===== src/rtl/rv32i_pkg.sv =====
// Shared RV32I definitions for the register-register issue stage.
// Contents: datapath widths, OP-class opcode and funct constants, the
// issue FSM state encoding, an R-type field layout and a shift helper.
package rv32i_pkg;

  localparam int unsigned XLEN      = 32;
  localparam int unsigned REG_COUNT = 32;
  localparam int unsigned REG_AW    = 5;

  localparam logic [6:0] OP_REG  = 7'b0110011;

  localparam logic [2:0] F3_ADD  = 3'b000;
  localparam logic [2:0] F3_SLL  = 3'b001;
  localparam logic [2:0] F3_SLT  = 3'b010;
  localparam logic [2:0] F3_SLTU = 3'b011;
  localparam logic [2:0] F3_XOR  = 3'b100;
  localparam logic [2:0] F3_SRL  = 3'b101;
  localparam logic [2:0] F3_OR   = 3'b110;
  localparam logic [2:0] F3_AND  = 3'b111;

  localparam logic [6:0] F7_BASE = 7'b0000000;
  localparam logic [6:0] F7_ALT  = 7'b0100000;

  typedef enum logic [1:0] {
    ST_IDLE = 2'd0,
    ST_READ = 2'd1,
    ST_EXEC = 2'd2,
    ST_WB   = 2'd3
  } state_e;

  // R-type instruction layout, MSB first
  typedef struct packed {
    logic [6:0]        funct7;
    logic [REG_AW-1:0] rs2;
    logic [REG_AW-1:0] rs1;
    logic [2:0]        funct3;
    logic [REG_AW-1:0] rd;
    logic [6:0]        opcode;
  } rtype_t;

  // Shift ops take only the low five bits of rs2 as the amount
  function automatic logic is_shift(input logic [2:0] f3);
    return (f3 == F3_SLL) || (f3 == F3_SRL);
  endfunction

endpackage


===== src/rtl/alu_rr_issue_if.sv =====
// Bundle between the issue stage, its upstream/downstream and debug reader.
// slave : view of alu_rr_issue (accepts instructions, drives alu_base).
// master: view of the environment (upstream, alu_base, debug).
interface alu_rr_issue_if;
  import rv32i_pkg::*;

  logic                    instr_valid;
  logic                    instr_ready;
  logic [XLEN-1:0]         instruction;
  logic                    alu_base_enable;
  logic [2:0]              funct3;
  logic [XLEN-1:0]         rs1_value;
  logic [XLEN-1:0]         rs2_value;
  logic [XLEN-1:0]         alu_rd_value;
  logic                    retire_valid;
  logic [REG_AW-1:0]       retire_rd;
  logic [XLEN-1:0]         retire_value;
  logic                    illegal;
  logic [REG_AW-1:0]       dbg_addr;
  logic [XLEN-1:0]         dbg_data;

  modport slave (
    input  instr_valid, instruction, alu_rd_value, dbg_addr,
    output instr_ready, alu_base_enable, funct3, rs1_value, rs2_value,
           retire_valid, retire_rd, retire_value, illegal, dbg_data
  );

  modport master (
    output instr_valid, instruction, alu_rd_value, dbg_addr,
    input  instr_ready, alu_base_enable, funct3, rs1_value, rs2_value,
           retire_valid, retire_rd, retire_value, illegal, dbg_data
  );

endinterface


===== src/rtl/regfile_2r1w.sv =====
// Architectural register file: x0 hardwired to zero, three combinational
// read ports (two operands + debug), one synchronous write port.
// Ports: clock, reset (async active-high), i_r{a,b,c}_addr -> o_r{a,b,c}_data,
//        i_we/i_wa/i_wd write port (writes to x0 are dropped).
module regfile_2r1w #(
  parameter int unsigned XLEN      = 32,
  parameter int unsigned REG_COUNT = 32,
  parameter int unsigned AW        = 5
) (
  input  logic            clock,
  input  logic            reset,
  input  logic [AW-1:0]   i_ra_addr,
  input  logic [AW-1:0]   i_rb_addr,
  input  logic [AW-1:0]   i_rc_addr,
  output logic [XLEN-1:0] o_ra_data,
  output logic [XLEN-1:0] o_rb_data,
  output logic [XLEN-1:0] o_rc_data,
  input  logic            i_we,
  input  logic [AW-1:0]   i_wa,
  input  logic [XLEN-1:0] i_wd
);

  logic [XLEN-1:0] r_regs [REG_COUNT];

  // Write port; entry 0 is never written so it stays at its reset zero
  always_ff @(posedge clock or posedge reset) begin
    if (reset) begin
      for (int i = 0; i < int'(REG_COUNT); i++) r_regs[i] <= '0;
    end else if (i_we && (i_wa != '0)) begin
      r_regs[i_wa] <= i_wd;
    end
  end

  // Read ports force x0 to zero independent of storage
  assign o_ra_data = (i_ra_addr == '0) ? '0 : r_regs[i_ra_addr];
  assign o_rb_data = (i_rb_addr == '0) ? '0 : r_regs[i_rb_addr];
  assign o_rc_data = (i_rc_addr == '0) ? '0 : r_regs[i_rc_addr];

endmodule


===== src/rtl/alu_rr_issue.sv =====
// Issue/writeback stage for RV32I register-register ops. Accepts one
// instruction in IDLE, reads operands in READ, pulses alu_base for one
// cycle in EXEC, writes the captured result back in WB and retires.
// Ports: clock, reset (async active-high), bus (slave modport: instruction
//        handshake, alu_base drive/result, retire report, debug read).
module alu_rr_issue #(
  parameter int unsigned XLEN      = 32,
  parameter int unsigned REG_COUNT = 32
) (
  input  logic       clock,
  input  logic       reset,
  alu_rr_issue_if.slave bus
);
  import rv32i_pkg::*;

  localparam int unsigned AW = $clog2(REG_COUNT);

  state_e          r_state, w_next;
  rtype_t          r_inst, w_inst;
  logic            r_ill_pend, w_ill_pend;
  logic            r_ready, w_ready;
  logic            r_en, w_en;
  logic [2:0]      r_f3, w_f3;
  logic [XLEN-1:0] r_rs1, w_rs1;
  logic [XLEN-1:0] r_rs2, w_rs2;
  logic            r_retire, w_retire;
  logic [AW-1:0]   r_rd, w_rd;
  logic [XLEN-1:0] r_rval, w_rval;
  logic            r_ill, w_ill;

  logic [XLEN-1:0] w_ra_data, w_rb_data;
  logic            w_legal;
  logic            w_we;

  assign w_legal = (r_inst.opcode == OP_REG) && (r_inst.funct7 == F7_BASE);
  // Write happens on the WB->IDLE edge, ahead of any following READ
  assign w_we    = (r_state == ST_WB) && !r_ill_pend;

  regfile_2r1w #(
    .XLEN      (XLEN),
    .REG_COUNT (REG_COUNT),
    .AW        (AW)
  ) u_rf (
    .clock     (clock),
    .reset     (reset),
    .i_ra_addr (r_inst.rs1),
    .i_rb_addr (r_inst.rs2),
    .i_rc_addr (bus.dbg_addr),
    .o_ra_data (w_ra_data),
    .o_rb_data (w_rb_data),
    .o_rc_data (bus.dbg_data),
    .i_we      (w_we),
    .i_wa      (r_inst.rd),
    .i_wd      (bus.alu_rd_value)
  );

  // State and registered outputs
  always_ff @(posedge clock or posedge reset) begin
    if (reset) begin
      r_state    <= ST_IDLE;
      r_inst     <= '0;
      r_ill_pend <= 1'b0;
      r_ready    <= 1'b1;
      r_en       <= 1'b0;
      r_f3       <= '0;
      r_rs1      <= '0;
      r_rs2      <= '0;
      r_retire   <= 1'b0;
      r_rd       <= '0;
      r_rval     <= '0;
      r_ill      <= 1'b0;
    end else begin
      r_state    <= w_next;
      r_inst     <= w_inst;
      r_ill_pend <= w_ill_pend;
      r_ready    <= w_ready;
      r_en       <= w_en;
      r_f3       <= w_f3;
      r_rs1      <= w_rs1;
      r_rs2      <= w_rs2;
      r_retire   <= w_retire;
      r_rd       <= w_rd;
      r_rval     <= w_rval;
      r_ill      <= w_ill;
    end
  end

  // Next-state
  always_comb begin
    w_next = r_state;
    case (r_state)
      ST_IDLE: if (bus.instr_valid) w_next = ST_READ;
      ST_READ: w_next = w_legal ? ST_EXEC : ST_WB;
      ST_EXEC: w_next = ST_WB;
      ST_WB:   w_next = ST_IDLE;
      default: w_next = ST_IDLE;
    endcase
  end

  // Next values of the registered outputs and latched fields
  always_comb begin
    w_inst     = r_inst;
    w_ill_pend = r_ill_pend;
    w_f3       = r_f3;
    w_rs1      = r_rs1;
    w_rs2      = r_rs2;
    w_retire   = 1'b0;
    w_rd       = r_rd;
    w_rval     = r_rval;
    w_ill      = r_ill;
    w_ready    = (w_next == ST_IDLE);
    w_en       = (w_next == ST_EXEC);
    case (r_state)
      ST_IDLE: begin
        if (bus.instr_valid) w_inst = rtype_t'(bus.instruction);
      end
      ST_READ: begin
        w_ill_pend = !w_legal;
        if (w_legal) begin
          w_f3  = r_inst.funct3;
          w_rs1 = w_ra_data;
          w_rs2 = is_shift(r_inst.funct3) ?
                  {{(XLEN-5){1'b0}}, w_rb_data[4:0]} : w_rb_data;
        end
      end
      ST_WB: begin
        w_retire = 1'b1;
        w_rd     = r_inst.rd;
        w_ill    = r_ill_pend;
        w_rval   = r_ill_pend ? '0 : bus.alu_rd_value;
      end
      default: ;
    endcase
  end

  assign bus.instr_ready     = r_ready;
  assign bus.alu_base_enable = r_en;
  assign bus.funct3          = r_f3;
  assign bus.rs1_value       = r_rs1;
  assign bus.rs2_value       = r_rs2;
  assign bus.retire_valid    = r_retire;
  assign bus.retire_rd       = r_rd;
  assign bus.retire_value    = r_rval;
  assign bus.illegal         = r_ill;

endmodule

===== src/flat_wrapper.sv =====
// flat-port wrapper written by rule: the top's interface ports become plain ports
module alu_rr_issue_flat import rv32i_pkg::*;
#(
  parameter int unsigned XLEN      = 32,
  parameter int unsigned REG_COUNT = 32
)
  (clock, reset, bus_instr_valid, bus_instruction, bus_alu_rd_value, bus_dbg_addr, bus_instr_ready, bus_alu_base_enable, bus_funct3, bus_rs1_value, bus_rs2_value, bus_retire_valid, bus_retire_rd, bus_retire_value, bus_illegal, bus_dbg_data);
  alu_rr_issue_if bus_i ();
  input  logic clock;
  input  logic reset;
  input wire logic [$bits(bus_i.instr_valid)-1:0] bus_instr_valid;
  input wire logic [$bits(bus_i.instruction)-1:0] bus_instruction;
  input wire logic [$bits(bus_i.alu_rd_value)-1:0] bus_alu_rd_value;
  input wire logic [$bits(bus_i.dbg_addr)-1:0] bus_dbg_addr;
  output wire logic [$bits(bus_i.instr_ready)-1:0] bus_instr_ready;
  output wire logic [$bits(bus_i.alu_base_enable)-1:0] bus_alu_base_enable;
  output wire logic [$bits(bus_i.funct3)-1:0] bus_funct3;
  output wire logic [$bits(bus_i.rs1_value)-1:0] bus_rs1_value;
  output wire logic [$bits(bus_i.rs2_value)-1:0] bus_rs2_value;
  output wire logic [$bits(bus_i.retire_valid)-1:0] bus_retire_valid;
  output wire logic [$bits(bus_i.retire_rd)-1:0] bus_retire_rd;
  output wire logic [$bits(bus_i.retire_value)-1:0] bus_retire_value;
  output wire logic [$bits(bus_i.illegal)-1:0] bus_illegal;
  output wire logic [$bits(bus_i.dbg_data)-1:0] bus_dbg_data;
  assign bus_i.instr_valid = bus_instr_valid;
  assign bus_i.instruction = bus_instruction;
  assign bus_i.alu_rd_value = bus_alu_rd_value;
  assign bus_i.dbg_addr = bus_dbg_addr;
  assign bus_instr_ready = bus_i.instr_ready;
  assign bus_alu_base_enable = bus_i.alu_base_enable;
  assign bus_funct3 = bus_i.funct3;
  assign bus_rs1_value = bus_i.rs1_value;
  assign bus_rs2_value = bus_i.rs2_value;
  assign bus_retire_valid = bus_i.retire_valid;
  assign bus_retire_rd = bus_i.retire_rd;
  assign bus_retire_value = bus_i.retire_value;
  assign bus_illegal = bus_i.illegal;
  assign bus_dbg_data = bus_i.dbg_data;
  alu_rr_issue #(.XLEN(XLEN), .REG_COUNT(REG_COUNT)) u_core (.clock(clock), .reset(reset), .bus(bus_i));
endmodule

===== config.mk =====
export PLATFORM = sky130hd
export DESIGN_NAME = alu_rr_issue_flat
export DESIGN_NICKNAME = d
export VERILOG_FILES = /design/src/rtl/rv32i_pkg.sv /design/src/rtl/alu_rr_issue_if.sv /design/src/rtl/regfile_2r1w.sv /design/src/rtl/alu_rr_issue.sv /design/src/flat_wrapper.sv
export SDC_FILE = /design/constraint.sdc
export NUM_CORES = 2
export LEC_CHECK = 0
export CORE_MARGIN = 5
export CORE_UTILIZATION = 35
export CTS_CLUSTER_DIAMETER = 80
export CTS_CLUSTER_SIZE = 16
export DETAILED_ROUTE_END_ITERATION = 6
export SLEW_MARGIN = 20
export SYNTH_ARGS = -nofsm -noshare
export SYNTH_HDL_FRONTEND = slang
export SYNTH_SLANG_ARGS = --single-unit

===== constraint.sdc =====
create_clock -name clock -period 67.4 [get_ports clock]
set_input_delay 10.11 -clock clock [delete_from_list [all_inputs] [get_ports clock]]
set_output_delay 10.11 -clock clock [all_outputs]
set_load 0.02 [all_outputs]

==> summary.txt <==
Worst setup path
  – CP endpoint kind: output port
  – CP Depth: 9
  – Crit-path max FO: 69
  – Crit path required time: 57.29 ns
  – WP data arrival: around 15 ns
  – R2R depth: 8
  – Buffers & Inverters on Critical Path: 5
  – Slowest stage delay, CP: 0.75 ns
  – Worst path cell trace: buf_8 > buf_4 > buf_4 > buf_4 > mux4_2 > mux4_2 > nand2_1 > o21ai_0 > clkdlybuf4s50_1
  – CP most frequent cell: buf_4
  – Cell family with most CP delay: buffers and inverters
  – Critical path type: in2out
  – Slowest CP cell: buf_4
  – CP startpoint kind: input pin

Synth
  – Main combinational cell family by area after synthesis: multiplexers
  – Synth Net Count: 4770
  – Unique masters post-synth: 51
  – Compound-Gate Fraction of Synth Area: 0.0559
  – Post-synthesis sequential area ratio: 0.432
  – Top post-synthesis cells by area: dfrtp_1, mux4_2, mux2_2, mux2i_1, clkbuf_1
  – Mean Syn Cell Area: 14.4 um2
  – Seq cells post-synth: ~1200
  – Fraction of registers with async set/reset: 1.00
  – Mux contribution to synthesized area: 0.448
  – Most common flop cell mapped by yosys: dfrtp_1
  – Fraction of the mapped netlist area in adder cells: 0.000740
  – Post-synthesis xor/xnor area fraction: 0
  – Top cell type's share of synthesized area: 0.432
  – Post-synth EDFFs: 0
  – Cell Area, Synth: between 60000 and 70000 um2
  – Synth Area in Simple Gates: 0.0253
  – Cells after Synth: 4694
  – Ys Warns: 0
  – Synth area leader: dfrtp_1

Timing
  – Pins over their slew limit: 0
  – Worst setup margin: 42.35 ns
  – Setup violations, final: 0
  – Final setup TNS: 0 ns
  – Unrepaired setup endpoints after global routing: no
  – Fin crit share: 0.372
  – Peak Freq: approximately 40 MHz
  – Clk_skew: roughly 0.036 ns
  – Worst-Margin Slew: 1.23 ns
  – Worst relative slew slack: 0.180
  – Endpoints failing hold: 0
  – Minimum clock period: around 25 ns

Drt
  – Routed Antenna Nets: 0
  – Total number of vias: 46200
  – 1st-iter DRT viols: 4971
  – 1st-pass router iterations: 6
  – DRT Wirelength: 248000 um
  – DRC violations left: 0
  – Vias/cell: ~6.5
  – WL/cell: between 30 and 40 um

Clock tree
  – Clk_lat worst skew: 0.72 ns
  – Clk sinks: ~1200
  – Clock buffer depth: 3
  – CTS resizes: 0
  – Root Driver: clkbuf_16
  – TritonCTS clock tree: built
  – Postcts setup bufs: 0
  – TritonCTS Buffers: 90
  – # hold bufs at CTS: 0
  – H-tree depth: 3
  – Worst-path clk slew: approximately 0.07 ns

Global routing
  – Total track usage: 0.240
  – Vias in the first global route: 46600
  – Antenna violations before repair: 12
  – First-pass GRT wire length: roughly 360000 um
  – Pin count of the biggest net entering global routing: around 110
  – Gr ovfl total: 0

Final layout
  – Most common cell after layout, fill and taps aside: dfrtp_1
  – Ratio of cells with drive above 1 in the final layout: 0.444
  – Fill count: 17800
  – Area Growth Syn to Fin: 10.1%
  – Most frequent cells in the layout: dfrtp_1, mux2_2, mux4_2
  – Area occupied by multi-input gates: around 36000 um2
  – Final core utilization: 0.387
  – Layout Nets: 4651
  – Sequential Area: 29200 um2
  – Non-Filler Instances: between 7000 and 8000

Pwr
  – Pwr/cell area: approximately 47 nW/um2
  – Internal: roughly 0.0021 W
  – Switching pwr: about 0.0014 W
  – Combinational share of power: 0.470
  – Sw frac: 0.397
  – Lkg Pwr: 30.8 nW
  – Clock Power Share: 0.156
  – Reg power frac: 0.374
  – Final Power: between 0.003 and 0.004 W
  – Max VDD drop: 0.0270 mV

Outcome
  – Outcome: complete, no violations

Placement
  – Number of port buffers: between 200 and 250
  – Post-detail-place hpwl: 138000 um
  – DP Worst Slack: roughly 42 ns
  – Global placement routability congestion: 0.795
  – Cell Count Post-Placement: between 7000 and 8000

Die
  – Die W: ~450 um
  – Starting Density: 0.351
  – Core area: around 190000 um2
  – FP Rows: approximately 160
  – Die Height: approximately 450 um
  – Ports: between 200 and 250
  – Die area: slightly above 200000 um2

Hold path
  – Worst hold path class: reg2reg
  – Hold Crit Depth: 0

Flow run
  – Max-cap violations: 0
[power groups by stage]
stage | clock [W] | sequential (W) | combinational [W]
6_report | 0.000548 | 0.00131 | 0.00165
5_1_grt | 0.000583 | 0.00134 | 0.00174
4_1_cts | 0.000559 | 0.00129 | 0.00164
3_5_place_dp | 0 | 0.00131 | 0.00163
3_3_place_gp | 0 | 0.00130 | 0.00161
2_1_floorplan | 0 | 0.00118 | 0.00123
[cells in the mapped netlist (2+ instances only)]
| cell | instances |
|---|---|
| a2111o_1 | 27 |
| a2111oi_0 | 5 |
| a211oi_1 | 7 |
| a21oi_1 | 52 |
| a22o_1 | 68 |
| a22oi_1 | 122 |
| a311oi_1 | 4 |
| a31o_2 | 32 |
| a31oi_1 | 2 |
| a32o_1 | 28 |
| a41oi_1 | 4 |
| and2_1 | 3 |
| buf_1 | 76 |
| buf_2 | 150 |
| buf_4 | 15 |
| buf_6 | 19 |
| buf_8 | 3 |
| clkbuf_1 | 280 |
| dfrtp_1 | 1166 |
| ha_1 | 4 |
| inv_1 | 38 |
| mux2_1 | 4 |
| mux2_2 | 1048 |
| mux2i_1 | 396 |
| mux4_2 | 642 |
| nand2_1 | 151 |
| nand2b_1 | 8 |
| nand3_1 | 47 |
| nand4_1 | 35 |
| nor2_1 | 22 |
| nor2b_1 | 46 |
| nor3_1 | 33 |
| nor3_2 | 2 |
| o211ai_1 | 7 |
| o21ai_0 | 38 |
| o221ai_1 | 5 |
| o22a_1 | 27 |
| o22ai_1 | 59 |
| o41ai_1 | 6 |
| or3_1 | 2 |
[cells by family after synthesis]
| logic type | count (synthesis) |
|---|---|
| DFF | 1167 |
| muxes | 2090 |
| adders and majority gates | 4 |
| AOI/OAI and AO/OA | 495 |
| buffers and inverters | 582 |
| and+or+nand+nor | 356 |
[area by class of cell]
cell class	count	share of cell area
Inverter	39	0.00207
Sequential cell	1167	0.393
Antenna cell	7	0.000235
Tap cell	2526	0.0425
Clock buffer	110	0.0330
Multi-Input combinational cell	2945	0.486
Timing Repair Buffer	332	0.0402
Clock inverter	22	0.00366
[sequential cells by signal, summed over array words and instances, names as in the netlist]
| register | cells |
|---|---|
| u_core.u_rf.r_regs | 1024 |
| u_core.bus.rs2_value | 32 |
| u_core.bus.alu_base_enable | 1 |
| u_core.r_ill_pend | 1 |
| u_core.bus.retire_valid | 1 |
| u_core.bus.retire_value | 32 |
| u_core.bus.instr_ready | 1 |
| u_core.bus.funct3 | 3 |
| u_core.bus.rs1_value | 32 |
| u_core.r_inst | 32 |
| u_core.r_state | 2 |
| u_core.bus.illegal | 1 |
| u_core.bus.retire_rd | 5 |
[metal layers]
layer  vias to the layer above  global-route usage  wire length [um]  part of all wire
met1                     25000               0.316             97700              0.39
met2                      2510               0.384            116000              0.47
met4                         2               0.117             14100             0.057
met5                         -                   0                11          0.000044
met3                       582              0.0435             20100             0.081
li1                      18100                   -                 -                 -
[stage by stage]
| step | cell area [um2] | hold slack (ns) |
|---|---|---|
| 2_1_floorplan | 67600 | 0.458 |
| 3_3_place_gp | 71700 | 0.400 |
| 3_5_place_dp | 71700 | 0.406 |
| 4_1_cts | 74500 | 0.423 |
| 5_1_grt | 74400 | 0.433 |
| 6_report | 74400 | 0.420 |
[final timing paths]
check	start	endpoint	slack, ns
worst max-delay path	bus_dbg_addr[0]	bus_dbg_data[8]	42.35
worst min-delay path	u_core.u_rf.r_regs[1023]	u_core.u_rf.r_regs[1023]	0.42
worst max register to register	u_core.r_inst[20]	u_core.bus.rs2_value[0]	62.19
worst min register to register	u_core.u_rf.r_regs[1023]	u_core.u_rf.r_regs[1023]	0.42
max in group asynchronous	reset	u_core.u_rf.r_regs[978]	52.84
min in group asynchronous	reset	u_core.r_inst[2]	9.90
Note: power is estimated with default switching activity, not from simulation.
